## config.mk

```make
export PLATFORM = sky130hd
export DESIGN_NAME = ir_cmd_mapper_flat
export DESIGN_NICKNAME = d
export VERILOG_FILES = /design/src/rtl/ir_cmd_mapper_if.sv /design/src/rtl/ir_cmd_mapper.sv /design/src/flat_wrapper.sv
export SDC_FILE = /design/constraint.sdc
export NUM_CORES = 1
export LEC_CHECK = 0
export BUFFER_PORTS_ARGS = -buffer_cell sky130_fd_sc_hd__clkbuf_2
export CORE_ASPECT_RATIO = 1.4
export CORE_MARGIN = 2
export CORE_UTILIZATION = 52
export CTS_CLUSTER_SIZE = 10
export DETAILED_ROUTE_END_ITERATION = 12
export PLACE_DENSITY = 0.76
export SLEW_MARGIN = 20
export SYNTH_ARGS = -nofsm -noshare
export SYNTH_HDL_FRONTEND = slang
export SYNTH_SLANG_ARGS = --single-unit
```

## constraint.sdc

```tcl
create_clock -name clk -period 2.4 [get_ports clk]
set_clock_uncertainty 0.1 [all_clocks]
set_input_delay 0.24 -clock clk [delete_from_list [all_inputs] [get_ports clk]]
set_output_delay 0.24 -clock clk [all_outputs]
set_load 0.02 [all_outputs]
```

## src/rtl/ir_cmd_mapper_if.sv

```systemverilog
// Bundle of IR-frame input, motor-command output and status-byte handshake
// signals shared between the IR command mapper and its neighbours.
interface ir_cmd_mapper_if;
    logic        frame_valid;
    logic [31:0] frame_data;
    logic        ir_repeat;
    logic [2:0]  cmd_idx;
    logic [7:0]  cmd_onehot;
    logic        timed_out;
    logic        tx_valid;
    logic        tx_ready;
    logic [7:0]  tx_byte;

    // master: frame source / UART side; slave: the mapper itself
    modport master (
        output frame_valid, frame_data, ir_repeat, tx_ready,
        input  cmd_idx, cmd_onehot, timed_out, tx_valid, tx_byte
    );

    modport slave (
        input  frame_valid, frame_data, ir_repeat, tx_ready,
        output cmd_idx, cmd_onehot, timed_out, tx_valid, tx_byte
    );
endinterface

```

## src/rtl/ir_cmd_mapper.sv

```systemverilog
// Maps checked NEC IR frames onto a motor command index with repeat and dead-man
// handling, and reports status bytes over a valid/ready link.
module ir_cmd_mapper #(
    parameter int unsigned           NUM_CMDS         = 5,
    parameter logic [8*NUM_CMDS-1:0] KEY_MAP          = 40'h08_06_05_04_02,
    parameter int unsigned           TIMEOUT_CYCLES   = 5_000_000,
    parameter int unsigned           HEARTBEAT_CYCLES = 50_000_000
) (
    input logic            clk,
    input logic            rst,
    ir_cmd_mapper_if.slave bus
);

    if (NUM_CMDS < 1 || NUM_CMDS > 7 || TIMEOUT_CYCLES < 2 || HEARTBEAT_CYCLES < 1)
    begin : g_param_check
        $error("ir_cmd_mapper: illegal NUM_CMDS, TIMEOUT_CYCLES or HEARTBEAT_CYCLES");
    end

    localparam logic [31:0] ToLast = 32'(TIMEOUT_CYCLES - 1);
    localparam logic [31:0] HbLast = 32'(HEARTBEAT_CYCLES - 1);

    typedef enum logic [0:0] {StIdle, StActive} state_e;

    state_e      state_q, state_d;
    logic [2:0]  cmd_q, cmd_d;
    logic        timed_out_q, timed_out_d;
    logic [31:0] to_cnt_q, to_cnt_d;
    logic [31:0] hb_cnt_q, hb_cnt_d;
    logic [2:0]  seq_q, seq_d;
    logic        err_q, err_d;
    logic        evt_q, evt_d;
    logic        pending_q, pending_d;
    logic        tx_valid_q, tx_valid_d;
    logic [7:0]  tx_byte_q, tx_byte_d;

    logic        inv_ok;
    logic        frame_good;
    logic        frame_bad;
    logic        key_hit;
    logic [2:0]  key_idx;
    logic        timeout_evt;
    logic        hb_evt;
    logic        xfer;
    logic        unused_frame_low;

    assign unused_frame_low = ^bus.frame_data[15:0];

    assign inv_ok     = (bus.frame_data[31:24] == ~bus.frame_data[23:16]);
    assign frame_good = bus.frame_valid && inv_ok;
    assign frame_bad  = bus.frame_valid && !inv_ok;

    // Scan from the top entry down so the lowest matching index wins.
    always_comb begin
        key_hit = 1'b0;
        key_idx = 3'd0;
        for (int i = int'(NUM_CMDS) - 1; i >= 0; i--) begin
            if (bus.frame_data[23:16] == KEY_MAP[8*i +: 8]) begin
                key_hit = 1'b1;
                key_idx = 3'(i + 1);
            end
        end
    end

    // Command FSM: a good frame always outranks a repeat or the timeout expiry.
    always_comb begin
        state_d     = state_q;
        cmd_d       = cmd_q;
        timed_out_d = timed_out_q;
        to_cnt_d    = to_cnt_q;
        timeout_evt = 1'b0;

        if (frame_good) begin
            timed_out_d = 1'b0;
        end

        unique case (state_q)
            StIdle: begin
                if (frame_good && key_hit) begin
                    state_d  = StActive;
                    cmd_d    = key_idx;
                    to_cnt_d = '0;
                end
            end
            StActive: begin
                if (frame_good) begin
                    to_cnt_d = '0;
                    if (key_hit) begin
                        cmd_d = key_idx;
                    end else begin
                        cmd_d   = 3'd0;
                        state_d = StIdle;
                    end
                end else if (bus.ir_repeat) begin
                    to_cnt_d = '0;
                end else if (to_cnt_q == ToLast) begin
                    state_d     = StIdle;
                    cmd_d       = 3'd0;
                    timed_out_d = 1'b1;
                    timeout_evt = 1'b1;
                    to_cnt_d    = '0;
                end else begin
                    to_cnt_d = to_cnt_q + 32'd1;
                end
            end
            default: begin
                state_d = StIdle;
            end
        endcase
    end

    // Events are registered so the snapshot sees the already-updated command state.
    always_comb begin
        hb_evt = (hb_cnt_q == HbLast);
        xfer   = tx_valid_q && bus.tx_ready;
        evt_d  = (cmd_d != cmd_q) || timeout_evt || frame_bad || hb_evt;

        hb_cnt_d = (xfer || hb_evt) ? 32'd0 : hb_cnt_q + 32'd1;
        seq_d    = xfer ? seq_q + 3'd1 : seq_q;
        err_d    = frame_bad || (err_q && !xfer);

        tx_valid_d = tx_valid_q;
        tx_byte_d  = tx_byte_q;
        pending_d  = pending_q;

        if (tx_valid_q) begin
            if (evt_q) begin
                pending_d = 1'b1;
            end
            if (xfer) begin
                tx_valid_d = 1'b0;
            end
        end else if (evt_q || pending_q) begin
            tx_valid_d = 1'b1;
            tx_byte_d  = {cmd_q, timed_out_q, err_q, seq_q};
            pending_d  = 1'b0;
        end
    end

    always_ff @(posedge clk) begin
        if (rst) begin
            state_q     <= StIdle;
            cmd_q       <= 3'd0;
            timed_out_q <= 1'b0;
            to_cnt_q    <= '0;
            hb_cnt_q    <= '0;
            seq_q       <= 3'd0;
            err_q       <= 1'b0;
            evt_q       <= 1'b0;
            pending_q   <= 1'b0;
            tx_valid_q  <= 1'b0;
            tx_byte_q   <= 8'h00;
        end else begin
            state_q     <= state_d;
            cmd_q       <= cmd_d;
            timed_out_q <= timed_out_d;
            to_cnt_q    <= to_cnt_d;
            hb_cnt_q    <= hb_cnt_d;
            seq_q       <= seq_d;
            err_q       <= err_d;
            evt_q       <= evt_d;
            pending_q   <= pending_d;
            tx_valid_q  <= tx_valid_d;
            tx_byte_q   <= tx_byte_d;
        end
    end

    assign bus.cmd_idx    = cmd_q;
    assign bus.cmd_onehot = 8'd1 << cmd_q;
    assign bus.timed_out  = timed_out_q;
    assign bus.tx_valid   = tx_valid_q;
    assign bus.tx_byte    = tx_byte_q;

endmodule
```

## src/flat_wrapper.sv

```systemverilog
// flat-port wrapper written by rule: the top's interface ports become plain ports
module ir_cmd_mapper_flat 
#(
    parameter int unsigned           NUM_CMDS         = 5,
    parameter logic [8*NUM_CMDS-1:0] KEY_MAP          = 40'h08_06_05_04_02,
    parameter int unsigned           TIMEOUT_CYCLES   = 5_000_000,
    parameter int unsigned           HEARTBEAT_CYCLES = 50_000_000
)
  (clk, rst, bus_frame_valid, bus_frame_data, bus_ir_repeat, bus_tx_ready, bus_cmd_idx, bus_cmd_onehot, bus_timed_out, bus_tx_valid, bus_tx_byte);
  ir_cmd_mapper_if bus_i ();
  input logic clk;
  input logic rst;
  input wire logic [$bits(bus_i.frame_valid)-1:0] bus_frame_valid;
  input wire logic [$bits(bus_i.frame_data)-1:0] bus_frame_data;
  input wire logic [$bits(bus_i.ir_repeat)-1:0] bus_ir_repeat;
  input wire logic [$bits(bus_i.tx_ready)-1:0] bus_tx_ready;
  output wire logic [$bits(bus_i.cmd_idx)-1:0] bus_cmd_idx;
  output wire logic [$bits(bus_i.cmd_onehot)-1:0] bus_cmd_onehot;
  output wire logic [$bits(bus_i.timed_out)-1:0] bus_timed_out;
  output wire logic [$bits(bus_i.tx_valid)-1:0] bus_tx_valid;
  output wire logic [$bits(bus_i.tx_byte)-1:0] bus_tx_byte;
  assign bus_i.frame_valid = bus_frame_valid;
  assign bus_i.frame_data = bus_frame_data;
  assign bus_i.ir_repeat = bus_ir_repeat;
  assign bus_i.tx_ready = bus_tx_ready;
  assign bus_cmd_idx = bus_i.cmd_idx;
  assign bus_cmd_onehot = bus_i.cmd_onehot;
  assign bus_timed_out = bus_i.timed_out;
  assign bus_tx_valid = bus_i.tx_valid;
  assign bus_tx_byte = bus_i.tx_byte;
  ir_cmd_mapper #(.NUM_CMDS(NUM_CMDS), .KEY_MAP(KEY_MAP), .TIMEOUT_CYCLES(TIMEOUT_CYCLES), .HEARTBEAT_CYCLES(HEARTBEAT_CYCLES)) u_core (.clk(clk), .rst(rst), .bus(bus_i));
endmodule
```

# Word-level counts from Yosys, hierarchy flattened
# Index checks and enable logic that the tools add are counted.
[classes] n_addsub=3 eq_ne=11 shift=1 n_mux=42 bitwise=3 reduce_logical=17
[ops] operator="$mux 32" n=4
[ops] operator="$add 32x1->32 const B" n=2
[ops] operator="$pmux 32 s2" n=1
[ops] operator="$eq 32x23->1 const B" n=1
[ops] operator="$eq 32x26->1 const B" n=1
[ops] operator="$mux 3" n=10
[ops] operator="$mux 1" n=25
[ops] operator="$eq 8x3->1 const B" n=3
[ops] operator="$eq 8x2->1 const B" n=1
[ops] operator="$eq 8x4->1 const B" n=1
[ops] operator="$eq 8x8->1" n=1
[ops] operator="$not 8->8" n=1
[ops] operator="$shl 1x3->8 const A" n=1
[ops] operator="$logic_or 1x1->1" n=6
[ops] operator="$pmux 3 s2" n=1
[ops] operator="$logic_and 1x1->1" n=5
[ops] operator="$ne 2x1->1 const B" n=2
[ops] operator="$reduce_and 2->1" n=2
[ops] operator="$add 3x1->3 const B" n=1
[ops] operator="$ne 3x3->1" n=1
[ops] operator="$logic_not 1->1" n=2
[ops] operator="$not 1->1" n=2
[ops] operator="$pmux 1 s2" n=1
[ops] operator="$reduce_bool 2->1" n=1
[ops] operator="$reduce_or 2->1" n=1
[word_totals] regBits=84 inputBits=37 elab_cells=88

# Longest topological paths before layout
# Gate-level depths: netlist (run 1).
[depth] ltp_word=13 depth_mapped=9

# Worst setup path after synthesis (run 1)
# No wires, ideal clock.
[synth_timing] path_type="reg2reg" start="register u_core.to_cnt_q[16]" end="register u_core.to_cnt_q[15]" setup_ns=0.115 arrival_ns=2.194 required_time_ns=2.185 path_slack_ns=-0.009 stages_incl_launch_ff=8 path_cell_list="dfxtp_1 > or4b_1 > or4_4 > nor4_4 > nor4_4 > o21ai_4 > buf_6 > nor2_1"
[synth_between] elab_chain_len=5
[synth_rtl] item="start: declaration" line_no="ir_cmd_mapper.sv:27" rtl="logic [31:0] to_cnt_q, to_cnt_d;"
[synth_rtl] item="start signal: assignment" line_no="ir_cmd_mapper.sv:156" rtl="to_cnt_q <= to_cnt_d;"
[synth_rtl] item="$eq 32x23->1" line_no="ir_cmd_mapper.sv:95" rtl="end else if (to_cnt_q == ToLast) begin"
[synth_rtl] item="$mux 32" line_no="ir_cmd_mapper.sv:95"
[synth_rtl] item="$mux 32" line_no="ir_cmd_mapper.sv:93" rtl="end else if (bus.ir_repeat) begin"
[synth_rtl] item="$mux 32" line_no="ir_cmd_mapper.sv:85" rtl="if (frame_good) begin"
[synth_rtl] item="$pmux 32 s2" line_no="ir_cmd_mapper.sv:76" rtl="unique case (state_q)"
# No other way between the ends.
# A chain may end at the register's enable or synchronous reset.

# Final worst setup path (run 1)
[layout_timing] start="register u_core.to_cnt_q[16]" end="register u_core.to_cnt_q[27]"
[layout_between] elab_chain_len=5 word_cells_on_any_way=6 classes_between="add/sub (1); eq/ne (1); mux (4)"
[layout_rtl] item="$add 32x1->32 / $eq 32x23->1 (equally long branches)" line_no="ir_cmd_mapper.sv:102, ir_cmd_mapper.sv:95"
[layout_rtl] item="$mux 32 (*)" line_no="ir_cmd_mapper.sv:95"
[layout_rtl] item="$mux 32 (*)" line_no="ir_cmd_mapper.sv:93"
[layout_rtl] item="$mux 32 (*)" line_no="ir_cmd_mapper.sv:85"
[layout_rtl] item="$pmux 32 s2 (*)" line_no="ir_cmd_mapper.sv:76"
# Mark *: on every way between the ends. The rest lies on a longest branch, timed or not.

==> flow_summary.json, run 1 <==
{
  "cp-start-kind": "flop",
  "r2r_slack_ns": -0.06,
  "insertion_delay_ns": 0.36,
  "fin_nets": 597,
  "seq_area_um2": 1680,
  "leakage_nw": 1.73,
  "setup_viol": 29,
  "syn_inst": 496,
  "clkPwrFrac_pct": 42.6,
  "yosysUniqueCellTypes": 51,
  "vias": 3751,
  "root_buffer": "clkbuf_8",
  "synth_area_um2": 4130,
  "num_antenna_cells": 0,
  "rows": 38,
  "cts_tree": "done",
  "synth_edf_count": 0,
  "min_delay_path_depth": 3,
  "die_area_um2": 8680,
  "hold_violations": 0,
  "core_area_um2": 7750,
  "yosys-top-cells-area": "dfxtp_1 (41%), xnor2_1 (7.8%), nor2_1 (7.7%)",
  "die_w_um": 79.3,
  "grtUsageTotal_pct": 21.1,
  "drtIter0Drc": 178,
  "synth_fp_nets": 536,
  "drtAntennaViolNets": 0,
  "p_int_mw": 2.06,
  "cp_max_fo": 3,
  "wl_met3_um": 385,
  "yosysMostFrequentCell": "nor2_1",
  "period_share_pct": 102,
  "worst_pin_slew_ns": 0.599,
  "wl_met1_mm": 3.85,
  "multi_input_area_um2": 2340,
  "routed_via_density": 5.67,
  "worstRegToRegCells": 7,
  "fin_crit_ns": 2.46,
  "arrival_ns": 2.61,
  "wl_met2_mm": 4.45,
  "synth_top_area_cell": "dfxtp_1",
  "overflow": 0,
  "async_reset_ff_share_pct": 0,
  "total_power_mw": 2.69,
  "status": "finished, violations left",
  "critPathLaunch": "u_core.to_cnt_q[16]",
  "wl_mm": 8.86,
  "synthFlopType": "dfxtp_1",
  "power.switching_mw": 0.629,
  "htreeDepth": 3,
  "grt_pass1_wl_mm": 14.7,
  "synth_common_cells": "nor2_1 (85), dfxtp_1 (84), nand2_1 (47)",
  "post-synth-top-area-fraction_pct": 40.7,
  "ys_seq_area_share_pct": 40.7,
  "clock-sinks": 84,
  "worstPathRequired_ns": 2.55,
  "highest_layer": "met4",
  "cts_buffers": 9,
  "fp.dieH_um": 109,
  "drv_slew": 0,
  "failed_checks": "setup timing",
  "slew_headroom_pct": 59.7,
  "rsz0062_at_grt": "true",
  "wl_per_cell_um": 13.4,
  "min_to": "u_core.seq_q[1]",
  "worst-setup-path-type": "reg2reg",
  "ios": 58,
  "initial_utilization_pct": 53.3,
  "yosysWarnings": 0,
  "pre_cts_slack_ns": -0.0520,
  "gp_congestion": 0.877,
  "vdd_drop_max_uv": 373,
  "hpwl_mm": 6.16,
  "clkTransAtPathRegs_ns": 0.09,
  "pwr_density_cell_nw_per_um2": 546,
  "grt_max_degree": 33,
  "max_cap_viol_count": 0,
  "drive_gt1_share_pct": 19.0,
  "p_comb_share_pct": 4.8,
  "port_buffers": 41,
  "first_pass_iters": 4,
  "antenna_found_initial": 0,
  "fillers": 683,
  "synth_seq_cells": 84,
  "crit_path_end_kind": "flop",
  "seq_power_share_pct": 52.6,
  "drcViolationCount": 0,
  "max_freq_mhz": 407,
  "rr_startpoint": "u_core.to_cnt_q[16]",
  "swShare_pct": 23.4,
  "min_from": "bus_tx_ready",
  "grt_pass1_vias": 3425,
  "area_delta_synth_final_pct": 19.2,
  "hold_class": "in2reg",
  "syn_area_per_cell_um2": 8.33,
  "reg2reg_to": "u_core.to_cnt_q[27]",
  "cts_buffer_depth": 2,
  "final.setup.worst_slack_ns": -0.0579
}
-- power by group through the flow --
| stage | Sequential (mW) | Clock (mW) | Combinational, mW |
|---|---|---|---|
| after floorplan | 1.45 | 0 | 0.0757 |
| after global placement | 1.45 | 0 | 0.122 |
| after detailed placement | 1.45 | 0 | 0.127 |
| after CTS | 1.41 | 1.17 | 0.129 |
| after global routing | 1.42 | 1.23 | 0.141 |
| final | 1.41 | 1.15 | 0.128 |
-- timing repair --
| action | in CTS | in global routing |
|---|---|---|
| hold buffers | 0 | 0 |
| hold endpoints to repair | 0 | 0 |
| cloned | 0 | 2 |
| pin swaps | 0 | 5 |
| setup buffers | 0 | 3 |
| setup endpoints to repair | 13 | 36 |
| gates resized for setup | 4 | 8 |
-- per-layer routing --
metal  vias up  track usage (%)
met5         -                0
met4         0             9.24
met3        15             3.94
met2        92             37.6
met1      1774             24.4
li1       1870                -
-- metrics by stage --
stage               util, %  cells  instance area, um2  TNS (ns)  hold WS (ns)
global route           63.5    662                4920     -3.06        0.0633
CTS                    62.3    657                4830    -0.126        0.0456
finish                 63.5    662                4920    -0.501        0.0635
detailed placement     59.1    641                4580    -0.164         0.347
floorplan                 -    496                4130         0         0.288
global placement       59.1    641                4580   -0.0423         0.341
-- cells in the final DEF, fill, tap and decap left out, drive strengths merged, types with 2 or more instances in the layout --
master / count
inv: 11
clkbuf: 52
xnor2: 37
or4b: 3
bufinv: 2
nand3: 23
nor4b: 5
a41oi: 2
o211a: 2
o31a: 2
a311oi: 7
buf: 29
nor2: 85
clkinvlp: 2
o21ai: 13
and3: 6
or2: 2
nor2b: 4
or3: 4
nor3b: 9
dfxtp: 84
nor3: 14
a21oi: 28
and4: 6
ha: 3
or4: 3
o211ai: 2
nor4: 12
nand4: 22
a31oi: 4
and3b: 2
nand2: 47
xor2: 23
a22oi: 3
-- layout make-up --
type | instances | area share [%]
multi-input combinational | 382 | 47.6
tap | 100 | 2.54
clock buffer | 9 | 2.52
clock inverter | 7 | 2.16
sequential | 84 | 34.2
inverter | 8 | 0.610
timing repair buffer | 72 | 10.3
-- how the worst max path moves through the flow --
stage	endpoint	slack, ns	depth (start not counted)
after floorplan	u_core.to_cnt_q[15]	0.03	7
after global placement	u_core.to_cnt_q[27]	-0.02	7
after detailed placement	u_core.to_cnt_q[11]	-0.05	7
after CTS	u_core.to_cnt_q[11]	-0.05	7
after global routing	u_core.to_cnt_q[11]	-0.12	7
final	u_core.to_cnt_q[27]	-0.06	7
-- cells by family after synthesis --
| logic type | after synthesis | share of synthesized area [%] |
|---|---|---|
| AO/OA/AOI/OAI | 71 | 11.5 |
| AND/OR/NAND/NOR | 248 | 30.9 |
| XOR/XNOR | 60 | 12.7 |
| adder cells (fa/ha/maj) | 3 | 0.909 |
| flip-flops | 84 | 40.7 |
| buffers and inverters | 30 | 3.33 |
-- sequential cells by signal, summed over array words and instances, names as in the netlist --
name / count
u_core.to_cnt_q: 32
u_core.seq_q: 3
u_core.hb_cnt_q: 32
u_core.err_q: 1
u_core.bus.timed_out: 1
u_core.state_q: 1
u_core.bus.tx_byte: 8
u_core.bus.cmd_idx: 3
u_core.bus.tx_valid: 1
u_core.evt_q: 1
u_core.pending_q: 1
-- critical path: stages (launching register included) --
cell,delay [ns]
dfxtp_2,0.33
or4b_4,0.53
or4_4,0.51
nor4_4,0.31
buf_4,0.18
nand3b_1,0.18
o211a_1,0.18
nor3_1,0.04
(Power assumes the default switching activity.)
==> run 2: changes to the inputs <==
--- a/config.mk
+++ b/config.mk
@@ -11,7 +11,7 @@
 export CORE_UTILIZATION = 52
 export CTS_CLUSTER_SIZE = 10
 export DETAILED_ROUTE_END_ITERATION = 12
-export PLACE_DENSITY = 0.76
+export PLACE_DENSITY = 0.81
 export SLEW_MARGIN = 20
 export SYNTH_ARGS = -nofsm -noshare
 export SYNTH_HDL_FRONTEND = slang
==> flow_summary.json, run 2 (synthesis results as in run 1) <==
{
  "vias": 3770,
  "postCtsHoldBufs": 0,
  "insertion_delay_ns": 0.36,
  "period_share_pct": 103,
  "drtIter0Drc": 213,
  "fin_cells": 663,
  "tns_ns": -1.20,
  "drv_slew": 0,
  "clock-sinks": 84,
  "worstPathRequired_ns": 2.55,
  "fp.dieH_um": 109,
  "rows": 38,
  "routed_via_density": 5.69,
  "drcViolationCount": 0,
  "max_freq_mhz": 403,
  "hpwl_mm": 6.47,
  "worst_hold_slack_ns": 0.0443,
  "placed_cell_area_um2": 4590,
  "grtUsageTotal_pct": 21.7,
  "pre_cts_slack_ns": -0.0421,
  "core_area_um2": 7750,
  "final.setup.worst_slack_ns": -0.0834,
  "first_pass_iters": 5,
  "fin_crit_ns": 2.48,
  "max_cap_viol_count": 0,
  "ios": 58,
  "status": "finished, violations left",
  "wl_mm": 8.99,
  "pwr_density_cell_nw_per_um2": 530,
  "path_buf_inv": 1,
  "hold_class": "in2reg",
  "cp-start-kind": "flop",
  "cpMaxStageDelayCell": "or4_4",
  "worst_pin_slew_ns": 0.524,
  "die_w_um": 79.3,
  "fin_nets": 598,
  "cts_tree": "done",
  "finish.utilization_pct": 62.9,
  "port_buffers": 41,
  "arrival_ns": 2.64,
  "cp_top_family": "simple AND/OR/NAND/NOR gates",
  "slew_headroom_pct": 64.7,
  "final_area_um2": 4870,
  "area_delta_synth_final_pct": 18.0,
  "hold_violations": 0,
  "drtAntennaViolNets": 0,
  "failed_checks": "setup timing",
  "num_antenna_cells": 0,
  "htreeDepth": 3,
  "overflow": 0,
  "cp_max_fo": 3,
  "clkTransAtPathRegs_ns": 0.10,
  "worst-setup-path-type": "reg2reg",
  "cp_cell_sequence": "or4b_1 -> or4_4 -> nor4_4 -> buf_4 -> nand3b_1 -> o211a_1 -> nor3_1",
  "initial_utilization_pct": 53.3,
  "layout_commonest_cell": "nor2_1",
  "wl_per_cell_um": 13.6,
  "slowest_delay_ns": 0.53,
  "root_buffer": "clkbuf_8",
  "drive_gt1_share_pct": 18.7,
  "cts_buffers": 9,
  "vdd_drop_max_uv": 474,
  "setup_viol": 27,
  "gp_congestion": 0.903,
  "die_area_um2": 8680,
  "antenna_found_initial": 0,
  "leakage_nw": 1.71,
  "grt_max_degree": 33,
  "crit_path_end_kind": "flop",
  "total_power_mw": 2.58,
  "rsz0062_at_grt": "true",
  "layout_common_cells": "nor2_1 (85), dfxtp_1 (84), nand2_1 (47), clkbuf_2 (41), xnor2_1 (37)",
  "cts_buffer_depth": 2,
  "grt_pass1_vias": 3581,
  "place_inst": 643,
  "grt_pass1_wl_mm": 15.0
}
run 2: cell types whose count changed in the layout (fill, tap and decap cells not counted), moves of 2 or more:
cell / delta
clkbuf_16: -2
buf_6: +2
dfxtp_1: +2
buf_4: +2
dfxtp_2: -2
run 2: power by group:
| part | switching, mW | total [mW] | internal, mW |
|---|---|---|---|
| registers | 0.0106 | 1.41 | 1.40 |
| logic | 0.0760 | 0.130 | 0.0539 |
| clock network | 0.543 | 1.04 | 0.496 |
run 2: repair_timing:
| action | 4_1_cts | 5_1_grt |
|---|---|---|
| cloned | 0 | 1 |
| endpoints found under the setup margin | 27 | 39 |
| setup buffers | 2 | 1 |
| resized for setup | 5 | 7 |
| pin swaps | 0 | 6 |
run 2: layer usage:
layer	track usage (%)	vias up	wire length, um
li1	-	1878	-
met1	22.2	1771	3660
met4	11.7	0	167
met5	0	-	0
met3	5.17	15	377
met2	40.1	106	4790
run 2: final cells by class:
class / instances / area (um2)
Fill cell: 643 / 2880
Timing Repair Buffer: 73 / 482
Tap cell: 100 / 125
Clock buffer: 9 / 124
Sequential cell: 84 / 1680
Inverter: 8 / 30.0
Multi-Input combinational cell: 382 / 2350
Clock inverter: 7 / 83.8
run 2: worst min-delay path, stage by stage:
cell      delay, ns
clkbuf_2       0.11
nand3_1        0.08
a21oi_1        0.05
run 2: worst paths after layout:
path / slack [ns] / cells past startpoint / startpoint / to
worst max-delay path: -0.08 / 7 / u_core.to_cnt_q[16] / u_core.to_cnt_q[27]
worst min-delay path: 0.04 / 3 / bus_tx_ready / u_core.seq_q[1]
worst max register to register: -0.08 / 7 / u_core.to_cnt_q[16] / u_core.to_cnt_q[27]
worst min register to register: 0.36 / 2 / u_core.bus.tx_byte[0] / u_core.bus.tx_byte[0]
